$ cat src/rtl/store_buffer.sv
// Per-strand store buffer: holds one line store per strand, issues pending stores to L2
// round-robin, and completes them on a matching L2 response with an L1 line update.
module store_buffer #(
    parameter logic [1:0] UNIT_ID = 2'd2
) (
    input  logic         clk,
    input  logic         reset,
    input  logic         request_i,
    input  logic [1:0]   strand_i,
    input  logic [31:0]  address_i,
    input  logic [511:0] data_i,
    input  logic [63:0]  mask_i,
    input  logic         synchronized_i,
    output logic         rollback_o,
    output logic [3:0]   resume_strands_o,
    output logic         store_update_o,
    output logic [4:0]   store_update_set_o,
    output logic         pci_valid,
    output logic [1:0]   pci_unit,
    output logic [1:0]   pci_strand,
    output logic [2:0]   pci_op,
    output logic [1:0]   pci_way,
    output logic [25:0]  pci_address,
    output logic [511:0] pci_data,
    output logic [63:0]  pci_mask,
    input  logic         pci_ack,
    input  logic         cpi_valid,
    input  logic [1:0]   cpi_unit,
    input  logic [1:0]   cpi_strand
);

    logic [3:0]   valid_q, valid_d;
    logic [3:0]   issued_q, issued_d;
    logic [3:0]   sync_q;
    logic [25:0]  line_q [4];
    logic [511:0] data_q [4];
    logic [63:0]  mask_q [4];
    logic [1:0]   rr_ptr_q, rr_ptr_d;
    logic         lock_q, lock_d;
    logic [1:0]   sel_q, sel_d;
    logic         rollback_q, rollback_d;

    logic [3:0]   cand;
    logic         arb_found;
    logic [1:0]   arb_idx;
    logic [1:0]   scan_idx;
    logic [1:0]   sel;
    logic         grant;
    logic         resp_hit;
    logic         load;
    logic         unused_addr_bits;

    assign unused_addr_bits = ^address_i[5:0];

    assign cand     = valid_q & ~issued_q;
    assign resp_hit = cpi_valid && (cpi_unit == UNIT_ID) &&
                      valid_q[cpi_strand] && issued_q[cpi_strand];
    // An entry freed by this cycle's response can be refilled at the same edge.
    assign load     = request_i &&
                      (!valid_q[strand_i] || (resp_hit && (cpi_strand == strand_i)));

    always_comb begin
        arb_found = 1'b0;
        arb_idx   = rr_ptr_q;
        scan_idx  = rr_ptr_q;
        for (int i = 0; i < 4; i++) begin
            scan_idx = rr_ptr_q + 2'(i);
            if (!arb_found && cand[scan_idx]) begin
                arb_found = 1'b1;
                arb_idx   = scan_idx;
            end
        end
    end

    // Once offered, the selection is held until the ack so the L2 request stays stable.
    assign sel       = lock_q ? sel_q : arb_idx;
    assign pci_valid = lock_q || arb_found;
    assign grant     = pci_valid && pci_ack;

    always_comb begin
        valid_d  = valid_q;
        issued_d = issued_q;
        if (resp_hit) begin
            valid_d[cpi_strand]  = 1'b0;
            issued_d[cpi_strand] = 1'b0;
        end
        if (grant) begin
            issued_d[sel] = 1'b1;
        end
        if (load) begin
            valid_d[strand_i]  = 1'b1;
            issued_d[strand_i] = 1'b0;
        end
        rr_ptr_d   = grant ? sel + 2'd1 : rr_ptr_q;
        lock_d     = pci_valid && !pci_ack;
        sel_d      = sel;
        rollback_d = request_i && !load;
    end

    always_ff @(posedge clk or posedge reset) begin
        if (reset) begin
            valid_q    <= '0;
            issued_q   <= '0;
            rr_ptr_q   <= '0;
            lock_q     <= 1'b0;
            sel_q      <= '0;
            rollback_q <= 1'b0;
        end else begin
            valid_q    <= valid_d;
            issued_q   <= issued_d;
            rr_ptr_q   <= rr_ptr_d;
            lock_q     <= lock_d;
            sel_q      <= sel_d;
            rollback_q <= rollback_d;
        end
    end

    always_ff @(posedge clk) begin
        if (load) begin
            line_q[strand_i] <= address_i[31:6];
            data_q[strand_i] <= data_i;
            mask_q[strand_i] <= mask_i;
            sync_q[strand_i] <= synchronized_i;
        end
    end

    assign pci_unit    = UNIT_ID;
    assign pci_strand  = sel;
    assign pci_op      = sync_q[sel] ? 3'd5 : 3'd1;
    assign pci_way     = 2'd0;
    assign pci_address = line_q[sel];
    assign pci_data    = data_q[sel];
    assign pci_mask    = mask_q[sel];

    assign rollback_o         = rollback_q;
    assign resume_strands_o   = resp_hit ? (4'b0001 << cpi_strand) : 4'b0000;
    assign store_update_o     = resp_hit;
    assign store_update_set_o = resp_hit ? line_q[cpi_strand][4:0] : 5'd0;

endmodule

$ cat config.mk
export PLATFORM = sky130hd
export DESIGN_NAME = store_buffer
export DESIGN_NICKNAME = d
export VERILOG_FILES = /design/src/rtl/store_buffer.sv
export SDC_FILE = /design/constraint.sdc
export NUM_CORES = 2
export LEC_CHECK = 0
export CORE_AREA = 4 4 482 484
export DETAILED_ROUTE_END_ITERATION = 10
export DIE_AREA = 0 0 486 488
export PLACE_DENSITY = 0.69
export SLEW_MARGIN = 20
export SYNTH_ARGS = -nofsm -noshare
export SYNTH_HDL_FRONTEND = slang
export SYNTH_SLANG_ARGS = --single-unit
export TNS_END_PERCENT = 5
$ cat constraint.sdc
create_clock -name clk -period 22.7 [get_ports clk]
set_input_delay 3.405 -clock clk [delete_from_list [all_inputs] [get_ports clk]]
set_output_delay 3.405 -clock clk [all_outputs]
set_load 0.005 [all_outputs]
After elaboration in Yosys (flattened, before gate mapping):

Memory sizes are Yosys's and may differ from the RTL's.
Index checks and enable logic that the tools add are counted.

* $add $sub $neg: 4
* order comparisons: 10
* eq/ne operators: 2
* shift-type cells: 1
* multiplexer cells: 41
* bitwise logic cells: 9
* reductions and logical operators: 22

Operators by type and width (count)
* 2-to-1 mux 4 bit: 6
* < comparator 2 x 3 -> 1 bit (second input constant): 7
* 2-to-1 mux 1 bit: 17
* AND 4 bit: 4
* binary-select mux 1 bit (select 2 bit): 8
* logical AND 1 bit: 14
* NOT 4 bit: 3
* 2-to-1 mux 2 bit: 4
* bitwise OR 4 bit: 2
* demux 1 bit (select 2 bit): 3
* >= comparator 2 x 1 -> 1 bit (second input constant): 3
* logical NOT 1 bit: 6
* 2-to-1 mux 5 bit: 1
* adder 2 x 1 -> 2 bit (second input constant): 2
* adder 2 bit (second input constant): 2
* bitwise mux 4 bit: 1
* << shifter 1 x 2 -> 4 bit (first input constant): 1
* 2-to-1 mux 3 bit: 1
* equality test 2 bit: 1
* equality test 2 bit (second input constant): 1
* logical OR 1 bit: 2

* flip-flop bits (word level): 18
* memory bits (writable): 2408
* bits of input ports: 620
* output and inout bits: 623
* memories kept: 3

Memory list
* data_q: words 4, width 512, read ports 1, clocked after Yosys merged registers in 0, wr ports 1, RTL line 36 `logic [511:0] data_q [4];`
* mask_q: words 4, width 64, read ports 1, clocked after Yosys merged registers in 0, wr ports 1, RTL line 37 `logic [63:0] mask_q [4];`
* line_q: words 4, width 26, read ports 2, clocked after Yosys merged registers in 0, wr ports 1, RTL line 35 `logic [25:0] line_q [4];`

Depth between registers and ports, before layout:

* depth after elaboration: 23
* gate-level depth with buffers: 10

Worst setup path before layout:

OpenSTA, ideal clock, no wires.

* path type: input -> register
* start: in strand_i[1]
* end: mem data_q[2][0], enable pin
* data arrival time: 18.421 ns
* required time: 21.648 ns
* slack: 3.227 ns
* cell stages on the path: 5
* path buffers: 2
* cells stage by stage: buf_1 > mux4_2 > o31ai_1 > clkbuf_1 > and3_1

* word-level cells in the longest chain between the ends: 7

RTL lines
* start, declared: RTL line 9 `input logic [1:0] strand_i,`
* binary-select mux 1 bit (select 2 bit): RTL line 60 `(!valid_q[strand_i] || (resp_hit && (cpi_strand == strand_i)));`
* 2-to-1 mux 1 bit (implied by the code): RTL line 60
* logical NOT 1 bit: RTL line 60
* logical OR 1 bit: RTL line 60
* logical AND 1 bit: RTL line 59 `assign load = request_i &&`
* 2-to-1 mux 1 bit: RTL line 119 `if (load) begin`
* 2-to-1 mux 1 bit (implied by the code): RTL line 121 `data_q[strand_i] <= data_i;`
* end, declared: RTL line 36

Several ways; a longest one is shown, not always the timed one. The select of a mux whose other input is x is not followed.

Final worst setup path:

* start: reg issued_q[2]
* end: out pci_data[138]

* word-level cells in the longest chain between the ends: 16

RTL lines
* start, declared: RTL line 33 `logic [3:0] issued_q, issued_d;`
* start signal, assigned: RTL line 110 `issued_q <= issued_d;`
* NOT 4 bit *: RTL line 55 `assign cand = valid_q & ~issued_q;`
* AND 4 bit *: RTL line 55
* binary-select mux 1 bit (select 2 bit): RTL line 68 `if (!arb_found && cand[scan_idx]) begin`
* 2-to-1 mux 1 bit (implied by the code): RTL line 68
* 2-to-1 mux 1 bit: RTL line 68
* logical NOT 1 bit: RTL line 68
* logical AND 1 bit: RTL line 68
* 2-to-1 mux 1 bit: RTL line 68
* logical NOT 1 bit: RTL line 68
* logical AND 1 bit: RTL line 68
* 2-to-1 mux 1 bit: RTL line 68
* logical NOT 1 bit: RTL line 68
* logical AND 1 bit: RTL line 68
* 2-to-1 mux 2 bit *: RTL line 68
* 2-to-1 mux 2 bit *: RTL line 76 `assign sel = lock_q ? sel_q : arb_idx;`
* memory read (4 x 512 bit) *
* end, declared: RTL line 24 `output logic [511:0] pci_data,`

Every way passes the cells marked *; elsewhere a longest branch is shown, timed or not. The select of a mux whose other input is x is not followed.

==> impl_metrics.tcl <==
set metrics [dict create \
    fin_cells 9120 \
    die_area_um2 237000 \
    worst_path_max_delay_cell "buf_4" \
    synth_top_area_share_pct 77.6 \
    cap_violations 0 \
    cts_resized 0 \
    finalSetupViolCount 0 \
    areaGrowthSynthToFinish_pct 24.2 \
    syn_area_um2 93300 \
    startpoint "issued_q[2]" \
    peakVddDrop_mv 0.192 \
    leakage_nw 41.8 \
    synth_top_area_cell "edfxtp_1" \
    clkTransAtPathRegs_ns 0.06 \
    slew_headroom_pct 23.8 \
    p_comb_share_pct 45.2 \
    synth_most_common_cell "edfxtp_1" \
    vias 46200 \
    rsz0062_at_grt "false" \
    rr_endpoint "data_q[3][231]" \
    root_buffer "clkbuf_16" \
    via_per_inst 5.07 \
    status "completed" \
    routabilityCongestion 0.810 \
    seq_area_frac_synth_pct 78.0 \
    yosysWarningCount 0 \
    crit_chain "nand2b_1, mux2i_1, o221ai_1, a31oi_4, buf_4, buf_12, buf_4, buf_12, buf_12, mux2i_1, mux2i_1, clkdlybuf4s50_1" \
    synth_edf_count 2412 \
    fin_nets 6492 \
    critPathKind "flip-flop to output port" \
    dp.cells 8641 \
    drv_slew 0 \
    min_period_ns 10.81 \
    cp_data_required_time_ns 19.30 \
    holdPathEnd "rr_ptr_q[0]" \
    drc 0 \
    grt.overflow.total 0 \
    avgSynthCellArea_um2 20.5 \
    dieWidth_um 486 \
    synthCells 4553 \
    ys_seq_elements 2426 \
    cts_tree "done" \
    clock_sinks 2426 \
    die_height_um 488 \
    cts_hold_buf 0 \
    critPathArrivalTime_ns 7.40 \
    wl_per_cell_um 24.7 \
    finalSetupTns_ns 0 \
    drive_above_1_share_pct 6.56 \
    fp-row-count 175 \
    clk_latency_ns 0.86 \
    synth_flop_cell "edfxtp_1" \
    antenna_found_initial 128 \
    drt_iter0_drc 2578 \
    dr.pass1.iters 6 \
    ioPinCount 1243 \
    pwr-share-clk_pct 22.8 \
    r2r_cells 10 \
    fmax_ghz 0.0925 \
    hold_path_class "flip-flop to flip-flop" \
    min-delay-start "rr_ptr_q[0]" \
    path_max_fanout 148 \
    io_buffers 1230 \
    whs_ns 0.563 \
    cp-start-kind "flip-flop" \
    grt_pass1_vias 46600 \
    p_int_mw 11.1 \
    grt_pass1_wl_um 318000 \
    crit_path_max_incr_delay_ns 0.78 \
    gr-usage-all-layers_pct 18.3 \
    htree_num_levels 4 \
    start_util_pct 41.1 \
    hold_viol 0 \
    grt_max_degree 149 \
    worst-path-buf-inv 6 \
    timing.final.crit_share_pct 47.6 \
    cp-end-kind "output port" \
    yosys-top-cells-area "edfxtp_1, mux2i_1, buf_6" \
    netlist_top_cells_count "edfxtp_1, mux2i_1, buf_2" \
    switching_share_pct 32.6 \
    wirelength_um 225000 \
    async_flop_share_pct 0.577 \
    critPathTopFamily "buffers and inverters" \
    ant_nets 0 \
    max_slew.worst_pin.slew_ns 1.14 \
    hold_path_depth 2 \
    hpwl_um 148000 \
    synth.distinct_cells 45 \
    cts_made_buffers 238 \
    ctsLongestPathBuffers 3 \
    rr_startpoint "valid_q[1]" \
    power_frac_seq_pct 32.0 \
    rrSetupSlack_ns 16.49 \
    fin_skew_ns 0.0632 \
    powerDensity_nw_per_um2 142 \
    post_cts_buffers 0 \
    p_switching_mw 5.35 \
    coreArea_um2 227000 \
]
-- layer usage --
metal,up-vias,routed length [um],global-route usage (%)
li1,20900,-,-
met1,23300,81400,20.0
met2,1493,112000,31.1
met3,447,25000,9.04
met4,114,6650,5.68
met5,-,772,0
-- power groups by stage --
stage	registers, mW	clock network (mW)	logic (mW)
after floorplan	5.51	0	4.12
after global placement	5.34	0	7.42
after detailed placement	5.35	0	7.46
after CTS	5.26	3.83	7.51
after global routing	5.27	4.03	7.82
final	5.25	3.74	7.41
-- how the worst max path moves through the flow --
stage                                 to  slack [ns]  depth (start not counted)
final                      pci_data[138]       11.90                         12
after global placement    data_q[3][235]       12.41                         10
after detailed placement  data_q[3][237]       12.43                         10
after floorplan             data_q[2][0]        3.23                          5
after global routing       pci_data[229]       11.40                         12
after CTS                    pci_mask[8]       11.64                         12
-- area by class of cell --
type	instances	area, um2
Sequential cell	2426	72800
Multi-Input combinational cell	1904	18800
Fill cell	18100	111000
Antenna cell	43	108
Tap cell	3009	3760
Timing Repair Buffer	1288	12900
Inverter	14	60.1
Clock buffer	285	6150
Clock inverter	151	1330
-- cell families (layout without fill, tap and decap cells) --
kind of cell    count (synthesis)  in the layout  synth area share [%]
flops                        2426           2426                  78.0
mux                          1816           1816                  19.6
buf+inv                       227           1738                  1.92
compound gates                 28             28                 0.223
simple gates                   52             52                 0.296
other cells                     2             49               0.00805
xor+xnor                        2              2                0.0188
-- flip-flops by register name, summed over array words and instances, names as in the netlist --
signal and count:
mask_q 256, issued_q 4, lock_q 1, data_q 2048
rollback_o 1, valid_q 4, sync_q 4, line_q 104
rr_ptr_q 2, sel_q 2
-- worst reg2reg max path, stage by stage, from the launching register on --
cell     delay (ns)
dfrtp_1        0.36
inv_1          0.06
o31ai_1        0.50
a31oi_1        0.16
o31ai_1        0.26
buf_4          0.23
and2_4         0.74
buf_4          0.79
buf_12         0.75
buf_4          0.96
buf_4          0.93
-- metrics by stage --
| step | utilization [%] | area, um2 | total power [mW] | worst slack [ns] |
|---|---|---|---|---|
| floorplan | - | 93300 | 9.62 | 3.23 |
| global placement | 47.7 | 108000 | 12.8 | 12.41 |
| detailed placement | 47.7 | 108000 | 12.8 | 12.43 |
| CTS | 51.0 | 116000 | 16.6 | 11.64 |
| global route | 51.0 | 116000 | 17.1 | 11.40 |
| finish | 51.0 | 116000 | 16.4 | 11.90 |
-- placed cells by master (no fill, tap or decap), types with 7 or more instances in the layout --
cell type and count:
buf_12 15, buf_4 43, dfrtp_1 14, clkbuf_1 46, nor2_1 10, clkinv_1 65
mux2i_1 1810, inv_1 13, nand2_1 9, clkinvlp_4 7, bufinv_16 16, clkbuf_16 239
clkinv_2 45, clkdlybuf4s50_1 1230, edfxtp_1 2412, nor2b_1 7, diode_2 43
Power figures use the tool's default switching activity.
